==> config.mk <==
export PLATFORM = sky130hd
export DESIGN_NAME = addsub_ex_stage
export DESIGN_NICKNAME = d
export VERILOG_FILES = /design/src/rtl/addsub_ex_stage_pkg.sv /design/src/rtl/addsub_ex_stage_cla.sv /design/src/rtl/addsub_ex_stage.sv
export SDC_FILE = /design/constraint.sdc
export NUM_CORES = 1
export LEC_CHECK = 0
export ABC_AREA = 1
export CAP_MARGIN = 0
export CORE_AREA = 2 2 108 79
export CTS_CLUSTER_DIAMETER = 150
export DETAILED_ROUTE_END_ITERATION = 7
export DIE_AREA = 0 0 110 81
export PLACE_DENSITY = 0.74
export SKIP_CTS_REPAIR_TIMING = 1
export SKIP_LAST_GASP = 1
export SLEW_MARGIN = 0
export SYNTH_ARGS = -nofsm -noshare
export SYNTH_HDL_FRONTEND = slang
export SYNTH_SLANG_ARGS = --single-unit
==> constraint.sdc <==
create_clock -name clk -period 5.2 [get_ports clk]
set_input_delay 0.78 -clock clk [delete_from_list [all_inputs] [get_ports clk]]
set_output_delay 0.78 -clock clk [all_outputs]
set_load 0.02 [all_outputs]
==> src/rtl/addsub_ex_stage_pkg.sv <==
// Shared definitions for the saturating add/subtract execute stage.
package addsub_ex_stage_pkg;

  localparam int          DATA_W  = 16;
  localparam logic [15:0] SAT_POS = 16'h7FFF;
  localparam logic [15:0] SAT_NEG = 16'h8000;

  typedef struct packed {
    logic [DATA_W-1:0] a;
    logic [DATA_W-1:0] b;
    logic              sub;
    logic              upd_flags;
  } s1_payload_t;

endpackage

==> src/rtl/addsub_ex_stage_cla.sv <==
// 16-bit two-level carry-lookahead add/subtract with signed saturation.
module cla_16bit
  import addsub_ex_stage_pkg::*;
(
  input  logic [DATA_W-1:0] a_i,
  input  logic [DATA_W-1:0] b_i,
  input  logic              sub_i,
  output logic [DATA_W-1:0] sum_o,
  output logic              ovfl_o
);

  logic [DATA_W-1:0] b_eff;
  logic [DATA_W-1:0] g;
  logic [DATA_W-1:0] p;
  logic [DATA_W-1:0] raw;
  logic [3:0]        grp_g;
  logic [3:0]        grp_p;
  logic [DATA_W:0]   c;

  always_comb begin
    b_eff = b_i ^ {DATA_W{sub_i}};
    g     = a_i & b_eff;
    p     = a_i ^ b_eff;
    for (int k = 0; k < 4; k++) begin
      grp_p[k] = &p[4*k +: 4];
      grp_g[k] = g[4*k+3]
               | (p[4*k+3] & g[4*k+2])
               | (p[4*k+3] & p[4*k+2] & g[4*k+1])
               | (p[4*k+3] & p[4*k+2] & p[4*k+1] & g[4*k]);
    end
    // Group carries come from the second lookahead level; subtract injects cin = 1.
    c     = '0;
    c[0]  = sub_i;
    c[4]  = grp_g[0] | (grp_p[0] & c[0]);
    c[8]  = grp_g[1] | (grp_p[1] & grp_g[0]) | (grp_p[1] & grp_p[0] & c[0]);
    c[12] = grp_g[2] | (grp_p[2] & grp_g[1]) | (grp_p[2] & grp_p[1] & grp_g[0])
          | (grp_p[2] & grp_p[1] & grp_p[0] & c[0]);
    c[16] = grp_g[3] | (grp_p[3] & grp_g[2]) | (grp_p[3] & grp_p[2] & grp_g[1])
          | (grp_p[3] & grp_p[2] & grp_p[1] & grp_g[0])
          | (grp_p[3] & grp_p[2] & grp_p[1] & grp_p[0] & c[0]);
    for (int k = 0; k < 4; k++) begin
      for (int j = 1; j < 4; j++) begin
        c[4*k+j] = g[4*k+j-1] | (p[4*k+j-1] & c[4*k+j-1]);
      end
    end
    raw    = p ^ c[DATA_W-1:0];
    ovfl_o = c[DATA_W] ^ c[DATA_W-1];
    // On overflow both effective operands share a sign, so a's sign gives the direction.
    if (ovfl_o) begin
      sum_o = a_i[DATA_W-1] ? SAT_NEG : SAT_POS;
    end else begin
      sum_o = raw;
    end
  end

endmodule

==> src/rtl/addsub_ex_stage.sv <==
// Two-stage pipelined saturating add/subtract with flags and saturation counter.
module addsub_ex_stage
  import addsub_ex_stage_pkg::*;
#(
  parameter int CNT_W = 8
) (
  input  logic              clk,
  input  logic              rst,
  input  logic              in_valid,
  output logic              in_ready,
  input  logic [DATA_W-1:0] in_a,
  input  logic [DATA_W-1:0] in_b,
  input  logic              in_sub,
  input  logic              in_upd_flags,
  output logic              out_valid,
  input  logic              out_ready,
  output logic [DATA_W-1:0] out_sum,
  output logic              out_ovfl,
  output logic              flag_z,
  output logic              flag_v,
  output logic              flag_n,
  output logic [CNT_W-1:0]  sat_count
);

  s1_payload_t       s1_q, s1_d;
  logic              s1_valid_q, s1_valid_d;
  logic              s2_valid_q, s2_valid_d;
  logic [DATA_W-1:0] sum_q, sum_d;
  logic              ovfl_q, ovfl_d;
  logic              z_q, z_d, v_q, v_d, n_q, n_d;
  logic [CNT_W-1:0]  sat_q, sat_d;

  logic              s2_adv;
  logic              s1_move;
  logic [DATA_W-1:0] cla_sum;
  logic              cla_ovfl;

  assign s2_adv   = !s2_valid_q || out_ready;
  assign in_ready = !s1_valid_q || s2_adv;
  assign s1_move  = s1_valid_q && s2_adv;

  cla_16bit u_cla (
    .a_i    (s1_q.a),
    .b_i    (s1_q.b),
    .sub_i  (s1_q.sub),
    .sum_o  (cla_sum),
    .ovfl_o (cla_ovfl)
  );

  always_comb begin
    s1_d       = s1_q;
    s1_valid_d = s1_valid_q;
    s2_valid_d = s2_valid_q;
    sum_d      = sum_q;
    ovfl_d     = ovfl_q;
    z_d        = z_q;
    v_d        = v_q;
    n_d        = n_q;
    sat_d      = sat_q;

    if (in_valid && in_ready) begin
      s1_d.a         = in_a;
      s1_d.b         = in_b;
      s1_d.sub       = in_sub;
      s1_d.upd_flags = in_upd_flags;
      s1_valid_d     = 1'b1;
    end else if (s1_move) begin
      s1_valid_d = 1'b0;
    end

    if (s2_adv) begin
      s2_valid_d = s1_valid_q;
    end

    // Results, flags and counter only see packets that actually enter S2.
    if (s1_move) begin
      sum_d  = cla_sum;
      ovfl_d = cla_ovfl;
      if (s1_q.upd_flags) begin
        z_d = (cla_sum == '0);
        v_d = cla_ovfl;
        n_d = cla_sum[DATA_W-1];
      end
      if (cla_ovfl && (sat_q != {CNT_W{1'b1}})) begin
        sat_d = sat_q + 1'b1;
      end
    end
  end

  always_ff @(posedge clk) begin
    if (rst) begin
      s1_q       <= '0;
      s1_valid_q <= 1'b0;
      s2_valid_q <= 1'b0;
      sum_q      <= '0;
      ovfl_q     <= 1'b0;
      z_q        <= 1'b0;
      v_q        <= 1'b0;
      n_q        <= 1'b0;
      sat_q      <= '0;
    end else begin
      s1_q       <= s1_d;
      s1_valid_q <= s1_valid_d;
      s2_valid_q <= s2_valid_d;
      sum_q      <= sum_d;
      ovfl_q     <= ovfl_d;
      z_q        <= z_d;
      v_q        <= v_d;
      n_q        <= n_d;
      sat_q      <= sat_d;
    end
  end

  assign out_valid = s2_valid_q;
  assign out_sum   = sum_q;
  assign out_ovfl  = ovfl_q;
  assign flag_z    = z_q;
  assign flag_v    = v_q;
  assign flag_n    = n_q;
  assign sat_count = sat_q;

endmodule

==> flow_metrics.tcl, run 1 <==
set metrics [dict create \
    end_kind "flip-flop" \
    cts_tree "built" \
    core-area_mm2 0.00802 \
    synthArstFlopShare 0 \
    cp_slowest_stage_delay_ns 0.97 \
    finalMaxSlewViolations 0 \
    hold_violations 0 \
    filler_cell_count 751 \
    cp_slowest_cell "dfxtp_1" \
    pin_count 68 \
    rr_startpoint "s1_q[1]" \
    setup_viol 0 \
    min_path_type "flip-flop to flip-flop" \
    drc_errors 0 \
    critPathRequiredTime_ns 5.43 \
    avgSynthCellArea_um2 7.69 \
    ys_seq_elements 64 \
    htreeDepth 3 \
    syn-num-nets 515 \
    period_share 0.896 \
    drt-vias-per-instance 4.90 \
    cp-startpoint "s1_q[1]" \
    nNetsFinal 578 \
    start_kind "flip-flop" \
    area_delta_synth_final_pct 28.7 \
    grt_pass1_wl_mm 12.8 \
    timing.slew.headroom 0.345 \
    crit_fanout 20 \
    cts_inserted_buffers 9 \
    min_from "sat_count[4]" \
    power.density_mw_per_mm2 314 \
    synth_edf_count 0 \
    antenna_left 0 \
    grt_max_degree 56 \
    ys_types 32 \
    critPathTopFamily "adder cells" \
    path_clk_slew_ns 0.08 \
    drt-wirelength-per-cell_um 12.7 \
    yosysWarningCount 0 \
    skew_ns 0.0100 \
    antenna_found_initial 0 \
    row_count 28 \
    routed-via-count 3045 \
    crit_cells 20 \
    clock_sinks 64 \
    status "finished, final reports clean" \
    holdPathStages 2 \
    max-cap-violations 0 \
    die_area_mm2 0.00891 \
    dp_hpwl_mm 6.11 \
    synthTopCellsByArea "dfxtp_1 (37%), nor2_1 (8.7%), inv_1 (7.4%), fa_1 (6.4%), o21ai_0 (6.4%)" \
    peakVddDrop_uv 141 \
    start_util 0.430 \
    grt-ovfl-total 0 \
    rsz0062_at_grt "false" \
    grt_pass1_vias 2756 \
    register_area_mm2 0.00128 \
    placed_area_mm2 0.00420 \
    synth_commonest_cells "nor2_1 (80), inv_1 (68), dfxtp_1 (64)" \
    drtIter0Drc 128 \
    gp_congestion 0.899 \
    max_freq_mhz 215 \
    yosysTopAreaCell "dfxtp_1" \
    synth.yosys.seq_area_share 0.371 \
    die_w_um 110 \
    clockBufferDepth 2 \
    yosysMostFrequentCell "nor2_1" \
    drt-total-wl_mm 7.91 \
    clock_latency_ns 0.34 \
    cts_root_buf "clkbuf_8" \
    worstMarginPinSlew_ns 0.981 \
    leakage_nw 2.04 \
    netlist_area_mm2 0.00345 \
    final_cell_area_mm2 0.00444 \
    fin_crit_ns 4.66 \
    netlist_instances 449 \
    multiInputGateArea_mm2 0.00183 \
    synth_top_area_frac 0.371 \
    crit_chain "xor2_1, ha_1, nand2_1, nor3b_2, nor2_1, nand2_2, inv_1, nor2_1, nor2_1, fa_1, fa_1, fa_1, inv_1, nand3_2, nand2_4, nand4_1, inv_1, nand2_1, o21ai_0, a21oi_1" \
    path_class "flip-flop to flip-flop" \
    ys.flop_type "dfxtp_1" \
    n_antenna_cell 0 \
    port-buffer-count 67 \
    worst_ep_arrival_time_ns 4.89 \
    drive_gt1_frac 0.0696 \
    power_w 0.00140 \
    worst-path-buf-inv 3 \
    grt_usage 0.186 \
    postLayoutCoreUtil 0.554 \
    firstDrtPassIters 4 \
    die_h_um 81 \
    r2r_cells 20 \
    finalSetupTns_ns 0 \
]
[logic make-up after synthesis]
group / share of synthesized area
flip-flops: 0.371
AND/OR/NAND/NOR: 0.213
AO/OA/AOI/OAI: 0.142
adder cells (fa/ha/maj): 0.125
XOR/XNOR: 0.0507
buffers and inverters: 0.0978
[registers in the layout, summed over array words and instances, names as in the netlist]
signal      count
s1_q           34
out_sum        16
sat_count       8
flag_n          1
flag_v          1
flag_z          1
out_ovfl        1
out_valid       1
s1_valid_q      1
[per-layer routing]
layer	vias to the layer above	GRT usage	share of wire
met4	0	0.0570	0.012
li1	1555	-	-
met2	79	0.268	0.41
met3	8	0.0498	0.059
met5	-	0	0
met1	1403	0.269	0.51
[power breakdown]
| group | switching [W] | leakage (nW) | total [W] | internal (W) |
|---|---|---|---|---|
| sequential | 0.0000269 | 0.528 | 0.000551 | 0.000524 |
| clock | 0.000192 | 0.112 | 0.000472 | 0.000280 |
| combinational | 0.000215 | 1.40 | 0.000372 | 0.000156 |
[tightest hold or removal path, delay by kind of cell, from the launching register on]
kind / cells / cell delay (ns)
flops: 1 / 0.33
compound gates: 1 / 0.05
buf+inv: 1 / 0.06
[cells in the final DEF, fill, tap and decap left out, drive strengths merged]
master	netlist	final
fa	11	11
nand3	15	15
ha	17	17
nor2	80	80
nor3b	2	2
o221ai	9	9
a21oi	24	24
buf	6	2
nand2	54	54
nand4	3	3
nor3	8	8
inv	70	70
xor2	12	12
xnor2	8	8
clkinvlp	0	1
o21ai	45	45
clkdlybuf4s50	0	67
or2	1	1
dfxtp	64	64
o41ai	3	3
o211ai	4	4
bufinv	0	2
clkbuf	11	10
clkinv	2	5
[worst paths after layout]
| path | endpoint | slack [ns] |
|---|---|---|
| max reg2reg | sat_count[7] | 0.54 |
| min | sat_count[4] | 0.47 |
| max | sat_count[7] | 0.54 |
| min reg2reg | sat_count[4] | 0.47 |
[final cells by class]
cell class,count,area share
Timing Repair Buffer,69,0.159
Inverter,72,0.0608
Multi-Input combinational cell,296,0.413
Clock buffer,10,0.0310
Tap cell,105,0.0296
Clock inverter,6,0.0186
Sequential cell,64,0.288
[metrics by stage]
stage,hold WS [ns],cells,worst slack [ns]
detailed placement,0.464,605,0.573
finish,0.474,622,0.542
CTS,0.475,621,0.538
global route,0.490,622,0.123
floorplan,0.450,449,1.13
global placement,0.457,605,0.855
Power figures use the tool's default switching activity.
==> run 2, diff against run 1 <==
Settings changed: DONT_BUFFER_PORTS set to 1, PLACE_DENSITY 0.74 to 0.63.
==> run 2 against run 1 <==
Routed wire length is 4.6% lower. Critical path type unchanged. Global-route usage is 0.48 points lower. Highest routed layer unchanged. Critical path depth is 1 higher. Worst setup slack better by 0.12 ns. Largest cell class unchanged. Combinational power is 20% lower.
==> flow_metrics.tcl, run 2 (synthesized netlist as in run 1, its figures left out) <==
set metrics [dict create \
    start_kind "flip-flop" \
    cts_root_buf "clkbuf_8" \
    peakVddDrop_uv 172 \
    pin_count 68 \
    drt-vias-per-instance 5.01 \
    grt_pass1_wl_mm 12.3 \
    power_w 0.00133 \
    worst-path-buf-inv 5 \
    met3_length_um 487 \
    crit_top_cell "inv_1" \
    leakage_nw 1.78 \
    end_kind "flip-flop" \
    min_from "s1_q[18]" \
    hold_violations 0 \
    filler_cell_count 789 \
    multiInputGateArea_mm2 0.00183 \
    htreeDepth 3 \
    cp_slowest_cell "dfxtp_1" \
    worstMarginPinSlew_ns 0.931 \
    final_cell_mix "nor2_1 (80), inv_1 (68), dfxtp_1 (64)" \
    power.density_mw_per_mm2 356 \
    antenna_found_initial 0 \
    path_class "flip-flop to flip-flop" \
    critPathRequiredTime_ns 5.42 \
    gp_congestion 0.824 \
    n_antenna_cell 0 \
    rr_startpoint "s1_q[1]" \
    max-cap-violations 0 \
    worst_ep_arrival_time_ns 4.76 \
    crit_fanout 20 \
    start_util 0.430 \
    drtIter0Drc 138 \
    rsz0062_at_grt "false" \
    grt_max_degree 56 \
    dp_hpwl_mm 5.80 \
    status "finished, final reports clean" \
    drt-total-wl_mm 7.54 \
    largest_register_ffs 34 \
    row_count 28 \
    clock_sinks 64 \
    antenna_left 0 \
    final_common_cell "nor2_1" \
    setup_viol 0 \
    crit_chain "xnor2_1, inv_1, ha_1, inv_1, nor3b_2, nor2_1, nand2_2, inv_1, nor2_1, nor2_1, fa_1, fa_1, fa_1, inv_1, nand3_2, nand2_4, nand4_1, inv_1, nand2_1, o21ai_0, a21oi_1" \
    min_path_type "flip-flop to flip-flop" \
    cts_inserted_buffers 9 \
    wl_met1_mm 3.71 \
    dr.max_layer_used "met4" \
    die_w_um 110 \
    cp-startpoint "s1_q[1]" \
    clockBufferDepth 2 \
    grt_usage 0.181 \
    critPathTopFamily "adder cells" \
    cts_tree "built" \
    max_freq_mhz 220 \
    clock_latency_ns 0.34 \
    nNetsFinal 511 \
    register_area_mm2 0.00128 \
    port-buffer-count 0 \
    area_delta_synth_final_pct 8.48 \
    die_h_um 81 \
    core-area_mm2 0.00802 \
    firstDrtPassIters 4 \
    period_share 0.873 \
    routed-via-count 2783 \
    grt_pass1_vias 2711 \
    skew_ns 0.00702 \
    finalMaxSlewViolations 0 \
    die_area_mm2 0.00891 \
    finalSetupTns_ns 0 \
    met2_wirelength_mm 3.25 \
    drt-wirelength-per-cell_um 13.6 \
    drc_errors 0 \
    cp_slowest_stage_delay_ns 0.93 \
    drive_gt1_frac 0.0733 \
    grt-ovfl-total 0 \
    fin_crit_ns 4.54 \
    regMostFlops "s1_q" \
    path_clk_slew_ns 0.07 \
    timing.slew.headroom 0.378 \
]
[run 2: cell types whose count changed in the layout (fill, tap and decap cells not counted)]
cell and delta:
buf_16 -1, buf_4 +1, clkbuf_1 +3, clkdlybuf4s50_1 -67, clkinv_2 -2, clkinvlp_4 -1
[run 2: worst paths after layout]
kind	slack [ns]	end	cells past startpoint
hold / removal	0.48	s1_q[18]	2
setup reg to reg	0.66	sat_count[7]	21
hold reg to reg	0.48	s1_q[18]	2
setup / recovery	0.66	sat_count[7]	21
[run 2: metal layers]
metal  track usage  vias to the layer above
met3        0.0682                       10
li1              -                     1429
met5             0                        -
met4        0.0620                        0
met2         0.281                       60
met1         0.231                     1284
[run 2: report_power, final]
part	switching [W]	leakage (nW)	internal (W)	total (W)
Combinational	0.000190	1.15	0.000108	0.000298
Sequential	0.0000459	0.528	0.000524	0.000570
Clock	0.000182	0.108	0.000283	0.000465
[run 2: per-stage QoR]
| stage | util | instances | instance area, µm² | setup slack (ns) | hold slack (ns) |
|---|---|---|---|---|---|
| 6_report | 0.467 | 555 | 3750 | 0.659 | 0.483 |
| 5_1_grt | 0.467 | 555 | 3750 | 0.231 | 0.489 |
| 4_1_cts | 0.467 | 555 | 3750 | 0.669 | 0.487 |
| 3_5_place_dp | 0.440 | 539 | 3530 | 0.674 | 0.477 |
| 3_3_place_gp | 0.440 | 539 | 3530 | 0.817 | 0.474 |
| 2_1_floorplan | - | 449 | 3450 | 1.13 | 0.450 |
[run 2: cell type report]
cell class / count / area share
well taps: 105 / 0.0351
clock inverters: 3 / 0.0174
multi-input cells: 296 / 0.490
inverters: 72 / 0.0721
clock buffers: 13 / 0.0397
repair buffers: 2 / 0.00401
flip-flops and latches: 64 / 0.342
[run 2: tightest hold or removal path, delay by kind of cell (launching register included)]
kind            cells  cell delay [ns]
buf+inv             1             0.07
compound gates      1             0.06
flops               1             0.32
